==> src/rtl/hazard_pkg.sv <==
// -----------------------------------------------------------------------------
// hazard_pkg
// Shared definitions for the forwarding / hazard unit and the datapath
// operand muxes that consume its forward selects.
//   fwd_sel_t      : 2-bit operand forward select
//   FWD_*          : select encodings (11 is never produced)
//   stall_state_t  : load-use stall FSM states
//   REMAIN_W       : width of the remaining-bubble counter (covers 1..15)
// -----------------------------------------------------------------------------
package hazard_pkg;

    typedef logic [1:0] fwd_sel_t;

    localparam fwd_sel_t FWD_REGFILE = 2'b00;
    localparam fwd_sel_t FWD_EXMEM   = 2'b01;
    localparam fwd_sel_t FWD_MEMWB   = 2'b10;

    typedef enum logic {
        RUN   = 1'b0,
        STALL = 1'b1
    } stall_state_t;

    localparam int REMAIN_W = 4;

endpackage

==> src/rtl/forwarding_hazard_unit_if.sv <==
// -----------------------------------------------------------------------------
// forwarding_hazard_unit_if
// Pipeline-side bundle for the forwarding / hazard unit.
//   master : pipeline control (drives register addresses, write enables,
//            load flag, back-pressure, branch flush; receives selects/stalls)
//   slave  : forwarding_hazard_unit
// Parameters: REG_ADDR_W register address width, CNT_W stall counter width.
// -----------------------------------------------------------------------------
interface forwarding_hazard_unit_if #(
    parameter int REG_ADDR_W = 5,
    parameter int CNT_W      = 16
);
    import hazard_pkg::*;

    logic [REG_ADDR_W-1:0] id_rs1_addr;
    logic [REG_ADDR_W-1:0] id_rs2_addr;
    logic                  id_rs1_used;
    logic                  id_rs2_used;
    logic [REG_ADDR_W-1:0] ex_rd_addr;
    logic [REG_ADDR_W-1:0] mem_rd_addr;
    logic                  ex_reg_write;
    logic                  mem_reg_write;
    logic                  ex_mem_read;
    logic                  mem_busy;
    logic                  flush_req;

    fwd_sel_t              fwd_sel_rs1;
    fwd_sel_t              fwd_sel_rs2;
    logic                  pc_stall;
    logic                  if_id_stall;
    logic                  id_ex_flush;
    logic [CNT_W-1:0]      stall_count;

    modport master (
        output id_rs1_addr, id_rs2_addr, id_rs1_used, id_rs2_used,
        output ex_rd_addr, mem_rd_addr, ex_reg_write, mem_reg_write,
        output ex_mem_read, mem_busy, flush_req,
        input  fwd_sel_rs1, fwd_sel_rs2, pc_stall, if_id_stall,
        input  id_ex_flush, stall_count
    );

    modport slave (
        input  id_rs1_addr, id_rs2_addr, id_rs1_used, id_rs2_used,
        input  ex_rd_addr, mem_rd_addr, ex_reg_write, mem_reg_write,
        input  ex_mem_read, mem_busy, flush_req,
        output fwd_sel_rs1, fwd_sel_rs2, pc_stall, if_id_stall,
        output id_ex_flush, stall_count
    );

endinterface

==> src/rtl/fwd_compare.sv <==
// -----------------------------------------------------------------------------
// fwd_compare
// Combinational compare of one ID source register against the EX and MEM
// destinations.
//   src_addr/src_used          : ID source address and whether it is read
//   ex_rd_addr/ex_reg_write    : destination of the instruction in EX
//   mem_rd_addr/mem_reg_write  : destination of the instruction in MEM
//   next_sel                   : select to register for when this op is in EX
//   ex_match                   : source depends on the EX instruction
// -----------------------------------------------------------------------------
module fwd_compare
    import hazard_pkg::*;
#(
    parameter int REG_ADDR_W  = 5,
    parameter int ZERO_REG_EN = 1
) (
    input  logic [REG_ADDR_W-1:0] src_addr,
    input  logic                  src_used,
    input  logic [REG_ADDR_W-1:0] ex_rd_addr,
    input  logic                  ex_reg_write,
    input  logic [REG_ADDR_W-1:0] mem_rd_addr,
    input  logic                  mem_reg_write,
    output fwd_sel_t              next_sel,
    output logic                  ex_match
);

    logic src_valid;
    logic mem_match;

    // x0 is hardwired when enabled, so a write to it never produces a result.
    assign src_valid = src_used && ((ZERO_REG_EN == 0) || (src_addr != '0));
    assign ex_match  = src_valid && ex_reg_write  && (ex_rd_addr  == src_addr);
    assign mem_match = src_valid && mem_reg_write && (mem_rd_addr == src_addr);

    // The EX instruction is the younger producer, so it wins over MEM.
    // It sits in MEM when the consumer reaches EX, hence EX/MEM forwarding.
    always_comb begin
        next_sel = FWD_REGFILE;
        if (ex_match) begin
            next_sel = FWD_EXMEM;
        end else if (mem_match) begin
            next_sel = FWD_MEMWB;
        end
    end

endmodule

==> src/rtl/forwarding_hazard_unit.sv <==
// -----------------------------------------------------------------------------
// forwarding_hazard_unit
// Operand forwarding selects and load-use stall control for the pipeline.
//   clk    : pipeline clock
//   reset  : asynchronous, active-high
//   bus    : forwarding_hazard_unit_if.slave (addresses, write enables, load
//            flag, mem_busy, flush_req in; fwd selects, pc_stall,
//            if_id_stall, id_ex_flush, stall_count out)
// Forward selects are registered so they line up with the instruction as it
// enters EX. Stall outputs are combinational in the detection cycle.
// -----------------------------------------------------------------------------
module forwarding_hazard_unit
    import hazard_pkg::*;
#(
    parameter int REG_ADDR_W      = 5,
    parameter int LOAD_USE_STALLS = 1,
    parameter int ZERO_REG_EN     = 1,
    parameter int CNT_W           = 16
) (
    input  logic                    clk,
    input  logic                    reset,
    forwarding_hazard_unit_if.slave bus
);

    // Bubbles still owed after the detection cycle.
    localparam logic [REMAIN_W-1:0] STALL_EXTRA = REMAIN_W'(LOAD_USE_STALLS - 1);

    logic [REG_ADDR_W-1:0] src_addr [2];
    logic                  src_used [2];
    fwd_sel_t              next_sel [2];
    logic                  ex_match [2];

    stall_state_t          state_reg;
    logic [REMAIN_W-1:0]   remain_reg;
    fwd_sel_t              fwd_sel_reg [2];
    logic [CNT_W-1:0]      stall_count_reg;

    logic                  hazard;
    logic                  active;
    logic                  flush_cycle;
    logic                  stall_cycle;

    assign src_addr[0] = bus.id_rs1_addr;
    assign src_addr[1] = bus.id_rs2_addr;
    assign src_used[0] = bus.id_rs1_used;
    assign src_used[1] = bus.id_rs2_used;

    genvar gi;
    generate
        for (gi = 0; gi < 2; gi++) begin : g_cmp
            fwd_compare #(
                .REG_ADDR_W  (REG_ADDR_W),
                .ZERO_REG_EN (ZERO_REG_EN)
            ) u_cmp (
                .src_addr      (src_addr[gi]),
                .src_used      (src_used[gi]),
                .ex_rd_addr    (bus.ex_rd_addr),
                .ex_reg_write  (bus.ex_reg_write),
                .mem_rd_addr   (bus.mem_rd_addr),
                .mem_reg_write (bus.mem_reg_write),
                .next_sel      (next_sel[gi]),
                .ex_match      (ex_match[gi])
            );
        end
    endgenerate

    // A load in EX cannot forward its data until it leaves MEM.
    assign hazard      = bus.ex_mem_read && (ex_match[0] || ex_match[1]);
    // mem_busy already freezes the pipeline externally, so nothing is asserted.
    assign active      = !reset && !bus.mem_busy;
    assign flush_cycle = active && bus.flush_req;
    assign stall_cycle = active && !bus.flush_req &&
                         ((state_reg == STALL) || hazard);

    assign bus.pc_stall    = stall_cycle;
    assign bus.if_id_stall = stall_cycle;
    assign bus.id_ex_flush = stall_cycle || flush_cycle;
    assign bus.fwd_sel_rs1 = fwd_sel_reg[0];
    assign bus.fwd_sel_rs2 = fwd_sel_reg[1];
    assign bus.stall_count = stall_count_reg;

    always_ff @(posedge clk or posedge reset) begin
        if (reset) begin
            state_reg       <= RUN;
            remain_reg      <= '0;
            fwd_sel_reg[0]  <= FWD_REGFILE;
            fwd_sel_reg[1]  <= FWD_REGFILE;
            stall_count_reg <= '0;
        end else if (!bus.mem_busy) begin
            if (bus.flush_req) begin
                state_reg      <= RUN;
                remain_reg     <= '0;
                fwd_sel_reg[0] <= FWD_REGFILE;
                fwd_sel_reg[1] <= FWD_REGFILE;
            end else if (stall_cycle) begin
                // The bubble entering EX consumes no operands.
                fwd_sel_reg[0] <= FWD_REGFILE;
                fwd_sel_reg[1] <= FWD_REGFILE;
                if (stall_count_reg != {CNT_W{1'b1}}) begin
                    stall_count_reg <= stall_count_reg + 1'b1;
                end
                if (state_reg == RUN) begin
                    if (LOAD_USE_STALLS > 1) begin
                        state_reg  <= STALL;
                        remain_reg <= STALL_EXTRA;
                    end
                end else begin
                    remain_reg <= remain_reg - 1'b1;
                    if (remain_reg == REMAIN_W'(1)) begin
                        state_reg <= RUN;
                    end
                end
            end else begin
                fwd_sel_reg[0] <= next_sel[0];
                fwd_sel_reg[1] <= next_sel[1];
            end
        end
    end

endmodule
==> src/flat_wrapper.sv <==
// flat-port wrapper written by rule: the top's interface ports become plain ports
module forwarding_hazard_unit_flat import hazard_pkg::*;
#(
    parameter int REG_ADDR_W      = 5,
    parameter int LOAD_USE_STALLS = 1,
    parameter int ZERO_REG_EN     = 1,
    parameter int CNT_W           = 16
)
  (clk, reset, bus_id_rs1_addr, bus_id_rs2_addr, bus_id_rs1_used, bus_id_rs2_used, bus_ex_rd_addr, bus_mem_rd_addr, bus_ex_reg_write, bus_mem_reg_write, bus_ex_mem_read, bus_mem_busy, bus_flush_req, bus_fwd_sel_rs1, bus_fwd_sel_rs2, bus_pc_stall, bus_if_id_stall, bus_id_ex_flush, bus_stall_count);
  forwarding_hazard_unit_if #(.REG_ADDR_W(REG_ADDR_W), .CNT_W(CNT_W)) bus_i ();
  input  logic clk;
  input  logic reset;
  input wire logic [$bits(bus_i.id_rs1_addr)-1:0] bus_id_rs1_addr;
  input wire logic [$bits(bus_i.id_rs2_addr)-1:0] bus_id_rs2_addr;
  input wire logic [$bits(bus_i.id_rs1_used)-1:0] bus_id_rs1_used;
  input wire logic [$bits(bus_i.id_rs2_used)-1:0] bus_id_rs2_used;
  input wire logic [$bits(bus_i.ex_rd_addr)-1:0] bus_ex_rd_addr;
  input wire logic [$bits(bus_i.mem_rd_addr)-1:0] bus_mem_rd_addr;
  input wire logic [$bits(bus_i.ex_reg_write)-1:0] bus_ex_reg_write;
  input wire logic [$bits(bus_i.mem_reg_write)-1:0] bus_mem_reg_write;
  input wire logic [$bits(bus_i.ex_mem_read)-1:0] bus_ex_mem_read;
  input wire logic [$bits(bus_i.mem_busy)-1:0] bus_mem_busy;
  input wire logic [$bits(bus_i.flush_req)-1:0] bus_flush_req;
  output wire logic [$bits(bus_i.fwd_sel_rs1)-1:0] bus_fwd_sel_rs1;
  output wire logic [$bits(bus_i.fwd_sel_rs2)-1:0] bus_fwd_sel_rs2;
  output wire logic [$bits(bus_i.pc_stall)-1:0] bus_pc_stall;
  output wire logic [$bits(bus_i.if_id_stall)-1:0] bus_if_id_stall;
  output wire logic [$bits(bus_i.id_ex_flush)-1:0] bus_id_ex_flush;
  output wire logic [$bits(bus_i.stall_count)-1:0] bus_stall_count;
  assign bus_i.id_rs1_addr = bus_id_rs1_addr;
  assign bus_i.id_rs2_addr = bus_id_rs2_addr;
  assign bus_i.id_rs1_used = bus_id_rs1_used;
  assign bus_i.id_rs2_used = bus_id_rs2_used;
  assign bus_i.ex_rd_addr = bus_ex_rd_addr;
  assign bus_i.mem_rd_addr = bus_mem_rd_addr;
  assign bus_i.ex_reg_write = bus_ex_reg_write;
  assign bus_i.mem_reg_write = bus_mem_reg_write;
  assign bus_i.ex_mem_read = bus_ex_mem_read;
  assign bus_i.mem_busy = bus_mem_busy;
  assign bus_i.flush_req = bus_flush_req;
  assign bus_fwd_sel_rs1 = bus_i.fwd_sel_rs1;
  assign bus_fwd_sel_rs2 = bus_i.fwd_sel_rs2;
  assign bus_pc_stall = bus_i.pc_stall;
  assign bus_if_id_stall = bus_i.if_id_stall;
  assign bus_id_ex_flush = bus_i.id_ex_flush;
  assign bus_stall_count = bus_i.stall_count;
  forwarding_hazard_unit #(.REG_ADDR_W(REG_ADDR_W), .LOAD_USE_STALLS(LOAD_USE_STALLS), .ZERO_REG_EN(ZERO_REG_EN), .CNT_W(CNT_W)) u_core (.clk(clk), .reset(reset), .bus(bus_i));
endmodule
==> config.mk <==
export PLATFORM = sky130hd
export DESIGN_NAME = forwarding_hazard_unit_flat
export DESIGN_NICKNAME = d
export VERILOG_FILES = /design/src/rtl/hazard_pkg.sv /design/src/rtl/forwarding_hazard_unit_if.sv /design/src/rtl/fwd_compare.sv /design/src/rtl/forwarding_hazard_unit.sv /design/src/flat_wrapper.sv
export SDC_FILE = /design/constraint.sdc
export NUM_CORES = 1
export LEC_CHECK = 0
export CORE_ASPECT_RATIO = 1.1
export CORE_UTILIZATION = 40
export CTS_CLUSTER_DIAMETER = 150
export CTS_CLUSTER_SIZE = 28
export DETAILED_ROUTE_END_ITERATION = 7
export PLACE_DENSITY = 0.72
export SETUP_SLACK_MARGIN = 0.5
export SLEW_MARGIN = 20
export SYNTH_ARGS = -nofsm -noshare
export SYNTH_HDL_FRONTEND = slang
export SYNTH_SLANG_ARGS = --single-unit
==> constraint.sdc <==
create_clock -name clk -period 5.04 [get_ports clk]
set_input_delay 0.504 -clock clk [delete_from_list [all_inputs] [get_ports clk]]
set_output_delay 0.504 -clock clk [all_outputs]
set_load 0.05 [all_outputs]
==> Word-level counts from Yosys, hierarchy flattened <==
Cells that the tools add are included.
{ "totals": {"regBits": 25, "latch_bits": 0, "ramBits": 0, "mem_bits_ro": 0, "out_inout_bits": 23, "memories": 0} }
{ "op_classes": {"add_sub_neg": 2, "n_mul": 0, "div_mod_pow": 0, "magnitude_cmp": 0, "n_eq_ne": 6, "n_shift": 0, "muxes": 13, "bitwise_logic": 2, "n_reduce_logical": 28} }
{ "ops": {"columns": ["operator", "n"], "rows": [
  ["$eq A5 B5 Y1", 4],
  ["$mux W4", 5],
  ["$add A16 B1 Y16 const B", 1],
  ["$ne A16 B16 Y1 const B", 1],
  ["$logic_and A1 B1 Y1", 15],
  ["$reduce_bool A5 Y1", 2],
  ["$mux W2", 4],
  ["$eq A4 B1 Y1 const B", 1],
  ["$mux W1", 4],
  ["$reduce_and A4 Y1", 1],
  ["$reduce_bool A2 Y1", 2],
  ["$sub A4 B1 Y4 const B", 1],
  ["$logic_not A1 Y1", 3],
  ["$logic_or A1 B1 Y1", 3],
  ["$reduce_and A3 Y1", 1],
  ["$not A1 Y1", 2],
  ["$reduce_and A2 Y1", 1]
]} }

==> Logic depth before layout (Yosys ltp) <==
Gate-level depths: netlist of run 1.
{ "depth": {"depth_word": 10, "ltp_mapped": 8, "depth_no_buf": 7} }

==> By module <==
From an unflattened synthesis of run 1, not the netlist that was laid out.
{ "unflattened": {"cells_unflattened": 162, "hier_area_um2": 1682.9} }
{ "modules_own_cells": {"columns": ["mod", "instances", "cells_per_inst", "area_each_um2", "seq_area_each_um2"], "rows": [
  ["forwarding_hazard_unit", 1, 124, 1377.6, 625.6],
  ["fwd_compare", 2, 19, 152.6, 0.0]
]} }

==> Worst setup path before layout of run 1 <==
Ideal clock, no wire load.
{ "synth_path": {"path_kind": "in2out", "start": "input bus_ex_rd_addr[1]", "end": "output bus_pc_stall", "t_arrival_ns": 2.425, "t_required_ns": 4.536, "slack_ns": 2.111, "cell_stages": 7, "path_buffers": 1, "cell_sequence": "xor2_1 nor4_1 nand4b_1 a21boi_2 o21ai_0 nor2_1 buf_4"} }
{ "synth_via": {"elab_chain_cells": 6, "word_cells_on_any_way": 8} }
{ "synth_lines": {"columns": ["item", "line", "text"], "rows": [
  ["from (decl)", "flat_wrapper.sv:17", "input wire logic [$bits(bus_i.ex_rd_addr)-1:0] bus_ex_rd_addr;"],
  ["$eq A5 B5 Y1", "fwd_compare.sv:32", "assign ex_match = src_valid && ex_reg_write && (ex_rd_addr == src_addr);"],
  ["$logic_and A1 B1 Y1", "fwd_compare.sv:32", null],
  ["$logic_or A1 B1 Y1 (*)", "forwarding_hazard_unit.sv:68", "assign hazard = bus.ex_mem_read && (ex_match[0] || ex_match[1]);"],
  ["$logic_and A1 B1 Y1 (*)", "forwarding_hazard_unit.sv:68", null],
  ["$logic_or A1 B1 Y1 (*)", "forwarding_hazard_unit.sv:73", "((state_reg == STALL) || hazard);"],
  ["$logic_and A1 B1 Y1 (*)", "forwarding_hazard_unit.sv:72", "assign stall_cycle = active && !bus.flush_req &&"],
  ["to (decl)", "flat_wrapper.sv:26", "output wire logic [$bits(bus_i.pc_stall)-1:0] bus_pc_stall;"]
]} }
Every way passes the cells marked *; elsewhere a longest branch is shown, timed or not.

==> Final worst setup path of run 1 <==
{ "layout_path": {"start": "input bus_id_rs2_addr[0]", "end": "output bus_id_ex_flush"} }
{ "layout_via": {"elab_chain_cells": 9, "word_cells_on_any_way": 10} }
{ "layout_lines": {"columns": ["item", "line", "text"], "rows": [
  ["from (decl)", "flat_wrapper.sv:14", "input wire logic [$bits(bus_i.id_rs2_addr)-1:0] bus_id_rs2_addr;"],
  ["$reduce_bool A5 Y1", "fwd_compare.sv:31", "assign src_valid = src_used && ((ZERO_REG_EN == 0) || (src_addr != '0));"],
  ["$logic_and A1 B1 Y1", "fwd_compare.sv:31", null],
  ["$logic_and A1 B1 Y1", "fwd_compare.sv:32", null],
  ["$logic_and A1 B1 Y1 (*)", "fwd_compare.sv:32", null],
  ["$logic_or A1 B1 Y1 (*)", "forwarding_hazard_unit.sv:68", null],
  ["$logic_and A1 B1 Y1 (*)", "forwarding_hazard_unit.sv:68", null],
  ["$logic_or A1 B1 Y1 (*)", "forwarding_hazard_unit.sv:73", null],
  ["$logic_and A1 B1 Y1 (*)", "forwarding_hazard_unit.sv:72", null],
  ["$logic_or A1 B1 Y1 (*)", "forwarding_hazard_unit.sv:77", "assign bus.id_ex_flush = stall_cycle || flush_cycle;"],
  ["to (decl)", "flat_wrapper.sv:28", "output wire logic [$bits(bus_i.id_ex_flush)-1:0] bus_id_ex_flush;"]
]} }
Marked as above.

==> run summary, run 1 <==
Crit. End Element: output port
Worst R2R Path Depth: 6
Worst slew pin tran: 0.959 ns
Reg2reg end: u_core.bus.stall_count[1]
Initial antenna violation count: 0
Grt total ovfl: 0
Final Hold Fails: 0
FMAX: 0.276 GHz
Vias in the first global route: 1291
GPL Wtd Cong: 0.851
Dominant cells by area after synthesis: dfrtp_1 (42%), xnor2_1 (12%), xor2_1 (7.6%)
Startpoint Class: primary input
Setup Crit Path Kind: primary input to output port
Largest net degree at the start of global routing: 26
WP buf/inv: 2
Cts repair resizes: 0
Worst stage delay on the critical path: 0.69 ns
Initial core utilization: 43.2%
FF+latch count, synth: 25
Via/cell ratio: 5.26
Synth area leader: dfrtp_1
Die width: 60.4 um
Total power: 359 uW
Syn nets: 183
Post-synthesis async set-or-reset flop share: 100%
Switching Fraction: 25.3%
Pleak: 0.000825 uW
PD cells: 174 nW/um^2
Largest register FFs: 16
Post-Route WL: 3430 um
Top_reg_cell synth: dfrtp_1
Reg clk slew, reported paths: 0.13 ns
Setup Viol. Count Final: 0
Clk sinks: 25
Critical Path Stages: 8
Global-route wire length before repair: 5760 um
FF-to-FF setup slack: 3.04 ns
Antenna diodes: 0
Worst setup endpoint: bus_id_ex_flush
ANT nets after route: 0
Drt pass-1 iters: 4
Class of the worst hold path: register to register
Max VDD drop: 76.1 uV
Setup bufs post-CTS: 0
Chip height: 66.2 um
Comb power frac: 18.1%
Clk buf depth: 2
Post-synth EDFFs: 0
Clock period minus worst slack: 3.62 ns
Post-synthesis cell area: 1500 um^2
CTS tree: built
Worst path slowest cell: clkdlybuf4s50_1
Slew margin rel.: 36.0%
Post-Layout Cell Count: 248
Num CTS Buffers: 3
Port bufs: 51
Avg Cell Area, Syn: 9.93 um^2
Clk Latency, worst-skew pair: 0.31 ns
Post-Synthesis Cells: 151
Core footprint: 3470 um^2
Post-place setup slack: 1.42 ns
Worst-path fanout max: 4
Worst path required time: 4.54 ns
Area of the die: 4000 um^2
Reg-to-Reg Start: u_core.bus.stall_count[2]
Placed insts: 244
Starting DRC count in detailed routing: 65
Avg WL per Cell: 13.8 um
Clock power frac: 24.7%
Layout cells sized above 1: 5.00%
Worst Path Arrival: 3.12 ns
CTS root buffer: clkbuf_4
RSZ-0062 raised after global routing: false
Largest delay share family, worst path: buffers and inverters
Total vias in the final route: 1304
Post-DP HPWL: 2710 um
Critical Path Start: bus_id_rs2_addr[0]
# rows: 22
Status: complete, no violations
Pint: 268 uW
DRC Markers: 0
Synth warnings: 0
Final Max Tran Viols: 0
Tot GR Track Use: 19.1%
TNS Setup: 0 ns
Final-stage net count: 233
Max Cap Viol: 0
Area grow syn2layout: 37.5%
Sw power: 90.9 uW
IO Pins: 52
Final worst slack: 1.42 ns
Final worst-path cycle share: 71.9%
H-Tree Depth: 1
Clk_skew: 0.00193 ns
Sequential area share after synthesis: 41.7%
Cell Chain, Critical Path: clkdlybuf4s50_1, or4_1, o21ai_1, nand4b_1, a21boi_2, or2_2, o21a_1, clkdlybuf4s50_1
Most frequent CP cell: clkdlybuf4s50_1
Sequential Power Share: 57.1%
Netlist cell types: 37
# hold bufs at CTS: 0
Yosys top cell area share: 41.7%
## final cells by class
class | instances | area [um^2]
Clock buffer | 4 | 26.3
Inverter | 3 | 11.3
Multi-Input combinational cell | 117 | 827
Sequential cell | 25 | 626
Timing Repair Buffer | 51 | 510
Fill cell | 322 | 1410
Tap cell | 48 | 60.1
## cells in the mapped netlist (2+ instances only)
| master | instances |
|---|---|
| and2_1 | 2 |
| o21a_1 | 2 |
| nor4_1 | 5 |
| xnor2_1 | 21 |
| and4_1 | 2 |
| mux2_2 | 2 |
| clkbuf_1 | 3 |
| or4_1 | 2 |
| xor2_1 | 13 |
| nand2_1 | 10 |
| nand3_1 | 10 |
| dfrtp_1 | 25 |
| o21ai_1 | 2 |
| and3_1 | 5 |
| o21ai_0 | 10 |
| nor2_1 | 5 |
| nand4b_1 | 2 |
| ha_1 | 3 |
| nand4_1 | 7 |
| inv_1 | 3 |
## worst reg2reg max path: cells and delay by family (launching register included)
kind	cells	cell delay, ns
compound gates	1	0.28
flops	1	0.46
mux	1	0.36
simple gates	4	0.80
## routing by layer
metal | wire length (um) | global-route usage (%) | up-vias | part of all wire (%)
met5 | 0 | 0 | - | 0
li1 | - | - | 635 | -
met3 | 118 | 2.35 | 5 | 3.4
met4 | 53 | 6.10 | 0 | 1.5
met2 | 1810 | 36.0 | 42 | 53
met1 | 1450 | 21.5 | 622 | 42
## logic make-up after synthesis
kind of cell             share of synthesized area, %
multiplexers                                     1.50
AO/OA/AOI/OAI                                    8.85
AND/OR/NAND/NOR                                  22.5
flip-flops                                       41.7
buffers and inverters                            3.09
adder cells (fa/ha/maj)                          2.50
XOR/XNOR                                         19.9
## stage by stage
stage / util [%] / instance area [um^2] / hold WS (ns)
detailed placement: 58.7 / 2030 / 0.483
CTS: 59.4 / 2060 / 0.502
global route: 59.4 / 2060 / 0.519
global placement: 58.7 / 2030 / 0.475
finish: 59.4 / 2060 / 0.495
floorplan: - / 1500 / 0.464
## placed cells by master, fill, tap and decap left out, types with 7 or more instances in the layout
master           count
clkdlybuf4s50_1     51
dfrtp_1             25
nand2_1             10
nand3_1             10
nand4_1              7
o21ai_0             10
xnor2_1             21
xor2_1              13
## power groups by stage
stage	sequential, uW	clock (uW)	combinational [uW]
after floorplan	211	0	26.3
after global placement	209	0	63.5
after detailed placement	209	0	65.0
after CTS	205	90.6	65.2
after global routing	205	98.7	70.0
final	205	88.7	65.0
## worst min-delay path by stage
stage | startpoint | to | slack (ns) | depth (start not counted)
after floorplan | u_core.remain_reg[1] | u_core.remain_reg[1] | 0.46 | 2
after global placement | u_core.bus.fwd_sel_rs2[1] | u_core.bus.fwd_sel_rs2[1] | 0.47 | 2
after detailed placement | u_core.bus.stall_count[12] | u_core.bus.stall_count[12] | 0.48 | 1
after CTS | u_core.bus.stall_count[7] | u_core.bus.stall_count[7] | 0.50 | 1
after global routing | u_core.bus.stall_count[5] | u_core.bus.stall_count[5] | 0.52 | 1
final | u_core.bus.stall_count[9] | u_core.bus.stall_count[9] | 0.49 | 1
Power figures use the tool's default switching activity.
==> run 2, diff against run 1 <==
Settings changed: PLACE_DENSITY 0.72 to 0.75.
Clock period 5.04 ns to 3.1 ns, I/O delays scaled along.
==> run summary, run 2 (same netlist as run 1, synthesis figures left out) <==
Initial antenna violation count: 0 (unchanged)
CTS root buffer: clkbuf_4 (unchanged)
Max VDD drop: 110 uV (was 76.1 uV)
CTS tree: built (unchanged)
PD cells: 274 nW/um^2 (was 174 nW/um^2)
Clock period minus worst slack: 2.52 ns
Class of the worst hold path: register to register (unchanged)
Clk sinks: 25 (unchanged)
Worst-path fanout max: 3 (was 4)
Initial core utilization: 43.2% (unchanged)
Startpoint Class: primary input (unchanged)
Chip height: 66.2 um (unchanged)
Drt pass-1 iters: 4 (unchanged)
Core footprint: 3470 um^2 (unchanged)
Final-stage net count: 235 (was 233)
Setup Viol. Count Final: 0 (unchanged)
ANT nets after route: 0 (unchanged)
Total vias in the final route: 1316 (was 1304)
Vias in the first global route: 1372 (was 1291)
Grt total ovfl: 0 (unchanged)
Worst Path Arrival: 2.21 ns (was 3.12 ns)
RSZ-0062 raised after global routing: false (unchanged)
Via/cell ratio: 5.26 (about the same)
Worst slew pin tran: 0.896 ns (was 0.959 ns)
Largest register FFs: 16 (unchanged)
Tot GR Track Use: 19.3% (was 19.1%)
Final worst slack: 0.578 ns (was 1.42 ns)
Clk buf depth: 2 (unchanged)
Status: complete, no violations (unchanged)
Clk Latency, worst-skew pair: 0.31 ns (about the same)
Global-route wire length before repair: 5780 um (was 5760 um)
Post-place setup slack: 0.364 ns (was 1.42 ns)
H-Tree Depth: 1 (unchanged)
Post-Route WL: 3450 um (was 3430 um)
Max Cap Viol: 0 (unchanged)
DRC Markers: 0 (unchanged)
Slew margin rel.: 40.2% (was 36.0%)
Largest net degree at the start of global routing: 26 (unchanged)
FMAX: 0.396 GHz
Final worst-path cycle share: 81.4%
Leading cell types in the layout, fill and taps excluded: clkdlybuf4s50_1 (39), dfrtp_1 (25), xnor2_1 (21) (was clkdlybuf4s50_1 (51), dfrtp_1 (25), xnor2_1 (21))
Antenna diodes: 0 (unchanged)
Commonest non-fill, non-tap cell in the layout: clkdlybuf4s50_1 (unchanged)
Layout cells sized above 1: 9.90% (was 5.00%)
Crit. End Element: output port (unchanged)
# rows: 22 (unchanged)
Die width: 60.4 um (unchanged)
Area grow syn2layout: 40.6% (was 37.5%)
Final Hold Fails: 0 (unchanged)
Port bufs: 51 (unchanged)
Worst path required time: 2.79 ns (was 4.54 ns)
Setup Crit Path Kind: primary input to output port (unchanged)
Avg WL per Cell: 13.8 um (about the same)
TNS Setup: 0 ns (unchanged)
Area of the die: 4000 um^2 (unchanged)
Final Max Tran Viols: 0 (unchanged)
Post-DP HPWL: 2810 um (was 2710 um)
IO Pins: 52 (unchanged)
Clk_skew: 0.00686 ns (was 0.00193 ns)
Reg clk slew, reported paths: 0.13 ns (about the same)
Num CTS Buffers: 3 (unchanged)
Starting DRC count in detailed routing: 32 (was 65)
GPL Wtd Cong: 0.867 (was 0.851)
Pleak: 0.000879 uW (was 0.000825 uW)
run 2: cell types whose count changed in the layout (fill, tap and decap cells not counted), sizes merged:
cell,previous run,this run
clkdlybuf4s50,51,39
dlygate4sd2,0,7
buf,0,5
dlymetal6s2s,0,2
clkbuf,4,3
clkinv,0,1
run 2: routing by layer:
| metal | wire length, um | up-vias | global-route usage, % |
|---|---|---|---|
| met5 | 0 | - | 0 |
| met4 | 27 | 0 | 7.27 |
| met3 | 135 | 2 | 1.96 |
| met2 | 1890 | 39 | 37.4 |
| met1 | 1390 | 632 | 20.5 |
| li1 | - | 643 | - |
run 2: layout make-up:
cell class / instances / area [um^2]
Clock inverter: 1 / 5.00
Fill cell: 308 / 1360
Multi-Input combinational cell: 117 / 843
Timing Repair Buffer: 53 / 539
Clock buffer: 3 / 22.5
Tap cell: 48 / 60.1
Sequential cell: 25 / 626
Inverter: 3 / 11.3
run 2: worst paths after layout:
check | start | endpoint | slack (ns) | cells after the start
min in group asynchronous | reset | u_core.remain_reg[2] | 0.64 | 2
hold reg to reg | u_core.bus.fwd_sel_rs2[1] | u_core.bus.fwd_sel_rs2[1] | 0.51 | 2
hold / removal | u_core.bus.fwd_sel_rs2[1] | u_core.bus.fwd_sel_rs2[1] | 0.51 | 2
max in group asynchronous | reset | u_core.bus.stall_count[10] | 1.91 | 2
setup reg to reg | u_core.bus.stall_count[2] | u_core.bus.stall_count[1] | 1.10 | 6
setup / recovery | bus_id_rs2_addr[1] | bus_pc_stall | 0.58 | 8
run 2: power breakdown:
group          leakage (uW)  switching (uW)  internal (uW)
logic              0.000516            51.3           53.2
clock network     0.0000177            91.2           48.2
registers          0.000346            3.37            330
run 2: timing repair:
item,in CTS,in global routing
setup endpoints to repair,3,3
setup buffers,2,0
hold buffers,0,0
pin swaps,4,4
gates resized for setup,10,4
run 2: metrics by stage:
stage | total power, uW | std cells | util (%) | hold slack [ns] | cell area, um^2
finish | 577 | 250 | 60.8 | 0.506 | 2110
global route | 603 | 250 | 60.8 | 0.532 | 2110
CTS | 583 | 250 | 60.4 | 0.504 | 2100
floorplan | 386 | 151 | - | 0.337 | 1500
global placement | 442 | 244 | 59.2 | 0.471 | 2050
detailed placement | 445 | 244 | 59.2 | 0.473 | 2050
run 2: critical path, stage by stage:
cell,delay (ns)
clkdlybuf4s50_1,0.49
xor2_1,0.18
nor4_1,0.33
nand4b_1,0.19
a21boi_2,0.22
o21ai_1,0.10
nor2_2,0.22
buf_12,0.17
==> run 3, diff against run 2 <==
Clock period 3.1 ns to 2.1 ns, I/O delays scaled along.
==> run summary, run 3 (same netlist as run 1, synthesis figures left out) <==
Status: complete, no violations (unchanged)
Largest delay share family, worst path: simple AND/OR/NAND/NOR gates (unchanged)
Post-place setup slack: -0.352 ns (was 0.364 ns)
GPL Wtd Cong: 0.799 (was 0.867)
Crit. End Element: output port (unchanged)
Layout cells sized above 1: 43.3% (was 9.90%)
Fillcell total: 260 (was 308)
# rows: 22 (unchanged)
Final Max Tran Viols: 0 (unchanged)
Post-Layout Cell Count: 288 (was 250)
Post-DP HPWL: 3080 um (was 2810 um)
Setup Crit Path Kind: primary input to output port (unchanged)
Slew margin rel.: 64.7% (was 40.2%)
PD cells: 355 nW/um^2 (was 274 nW/um^2)
Final-stage net count: 273 (was 235)
Class of the worst hold path: primary input to asynchronous set/reset pin (was register to register)
Clk_skew: 0.00388 ns (was 0.00686 ns)
Clk sinks: 25 (unchanged)
Final worst-path cycle share: 99.0%
Commonest non-fill, non-tap cell in the layout: buf_4 (was clkdlybuf4s50_1)
Layer with the highest usage: met2 (unchanged)
Largest net degree at the start of global routing: 16 (was 26)
Area of the die: 4000 um^2 (unchanged)
Reg clk slew, reported paths: 0.14 ns (was 0.13 ns)
IO Pins: 52 (unchanged)
Switching Fraction: 26.5% (was 25.3%)
Worst path required time: 1.89 ns (was 2.79 ns)
Initial core utilization: 43.2% (unchanged)
Clock period minus worst slack: 2.08 ns
Pint: 670 uW (was 431 uW)
Worst stage delay on the critical path: 0.53 ns (was 0.49 ns)
Total power: 911 uW (was 577 uW)
Antenna diodes: 0 (unchanged)
Starting DRC count in detailed routing: 65 (was 32)
Placed insts: 263 (was 244)
Tot GR Track Use: 23.6% (was 19.3%)
Num CTS Buffers: 3 (unchanged)
Initial antenna violation count: 0 (unchanged)
Routing usage on met1: 25.4% (was 20.5%)
FMAX: 0.481 GHz
Pleak: 0.00121 uW (was 0.000879 uW)
Die width: 60.4 um (unchanged)
Clk buf depth: 2 (unchanged)
Max Cap Viol: 0 (unchanged)
H-Tree Depth: 1 (unchanged)
Post-Route WL: 4810 um (was 3450 um)
Port bufs: 51 (unchanged)
ANT nets after route: 0 (unchanged)
TNS Setup: 0 ns (unchanged)
Startpoint Class: primary input (unchanged)
Vias in the first global route: 1556 (was 1372)
Chip height: 66.2 um (unchanged)
Sequential Power Share: 54.1% (was 57.7%)
CTS root buffer: clkbuf_4 (unchanged)
Global-route wire length before repair: 6970 um (was 5780 um)
Max VDD drop: 226 uV (was 110 uV)
Via/cell ratio: 5.37 (was 5.26)
Cell Chain, Critical Path: buf_2, or4_4, o21ai_2, nand4b_1, a21boi_2, or2_4, o21a_4, buf_8 (was clkdlybuf4s50_1, xor2_1, nor4_1, nand4b_1, a21boi_2, o21ai_1, nor2_2, buf_12)
RSZ-0062 raised after global routing: true (was false)
Worst path slowest cell: or4_4 (was clkdlybuf4s50_1)
Met3 usage: 3.33% (was 1.96%)
Worst slew pin tran: 0.526 ns (was 0.896 ns)
Setup Viol. Count Final: 0 (unchanged)
Grt total ovfl: 0 (unchanged)
Clock power frac: 23.4% (was 24.2%)
DRC Markers: 0 (unchanged)
Avg WL per Cell: 16.7 um (was 13.8 um)
Met2 global-route usage: 46.2% (was 37.4%)
Largest register FFs: 16 (unchanged)
Worst-path fanout max: 3 (unchanged)
Comb power frac: 22.5% (was 18.1%)
Sw power: 241 uW (was 146 uW)
Core footprint: 3470 um^2 (unchanged)
CTS tree: built (unchanged)
Total vias in the final route: 1547 (was 1316)
Drt pass-1 iters: 4 (unchanged)
Final Hold Fails: 0 (unchanged)
WP buf/inv: 2 (unchanged)
Area grow syn2layout: 71.4% (was 40.6%)
Clk Latency, worst-skew pair: 0.31 ns (about the same)
Leading cell types in the layout, fill and taps excluded: buf_4 (35), dlygate4sd2_1 (20), dfrtp_1 (19) (was clkdlybuf4s50_1 (39), dfrtp_1 (25), xnor2_1 (21))
WHS: 0.335 ns (was 0.506 ns)
Worst Path Arrival: 1.87 ns (was 2.21 ns)
Final worst slack: 0.0215 ns (was 0.578 ns)
## run 3: cell types whose count changed in the layout (fill, tap and decap cells not counted), moves of 4 or more
cell / before / now
buf_4: 3 / 35
clkdlybuf4s50_1: 39 / 12
dlygate4sd2_1: 7 / 20
buf_6: 0 / 11
nand3_1: 10 / 3
dfrtp_1: 25 / 19
dfrtp_2: 0 / 6
buf_2: 0 / 5
nand3_2: 1 / 5
xnor2_1: 21 / 17
xnor2_2: 0 / 4
## run 3: worst reg2reg max path, delay by kind of cell (launching register included)
family,cells,cell delay [ns]
AND/OR/NAND/NOR,2,0.85
flip-flops,1,0.60
AO/OA/AOI/OAI,1,0.25
## run 3: final cells by class
| type | instances | area (um^2) | share of cell area, % |
|---|---|---|---|
| multi-input cells | 118 | 1040 | 40.6 |
| flip-flops and latches | 25 | 633 | 24.6 |
| well taps | 48 | 60.1 | 2.34 |
| inverters | 3 | 11.3 | 0.438 |
| clock buffers | 4 | 26.3 | 1.02 |
| repair buffers | 90 | 796 | 31.0 |
## run 3: worst paths after layout
kind,to,cells past startpoint,from,slack [ns]
min in group clk,u_core.bus.fwd_sel_rs1[0],4,bus_id_rs1_used,0.41
setup reg to reg,u_core.remain_reg[3],3,u_core.state_reg,0.30
hold reg to reg,u_core.bus.stall_count[9],1,u_core.bus.stall_count[9],0.49
hold / removal,u_core.state_reg,2,reset,0.34
setup / recovery,bus_id_ex_flush,8,bus_id_rs2_addr[0],0.02
max in group asynchronous,u_core.bus.stall_count[9],3,reset,1.20
## run 3: layer usage
metal / up-vias / share of wire [%]
li1: 717 / -
met1: 758 / 37
met2: 66 / 57
met3: 6 / 5.3
met4: 0 / 1.3
met5: - / 0
## run 3: what timing repair did
item                       in CTS  in global routing
pin swaps                      18                 26
hold buffers                    0                  0
cloned                          0                  1
setup endpoints to repair      42                 22
setup buffers                  13                  7
resized for setup              88                 36
## run 3: power by group through the flow
stage	clock network, uW	logic [uW]	registers, uW
after floorplan	0	64.9	507
after CTS	215	187	492
after global placement	0	178	501
after detailed placement	0	184	501
after global routing	239	219	493
final	213	205	493
## run 3: per-stage QoR
| step | area (um^2) | utilization [%] |
|---|---|---|
| after global placement | 2240 | 64.6 |
| final | 2570 | 74.1 |
| after CTS | 2360 | 68.2 |
| after floorplan | 1540 | - |
| after detailed placement | 2240 | 64.6 |
| after global routing | 2570 | 74.1 |
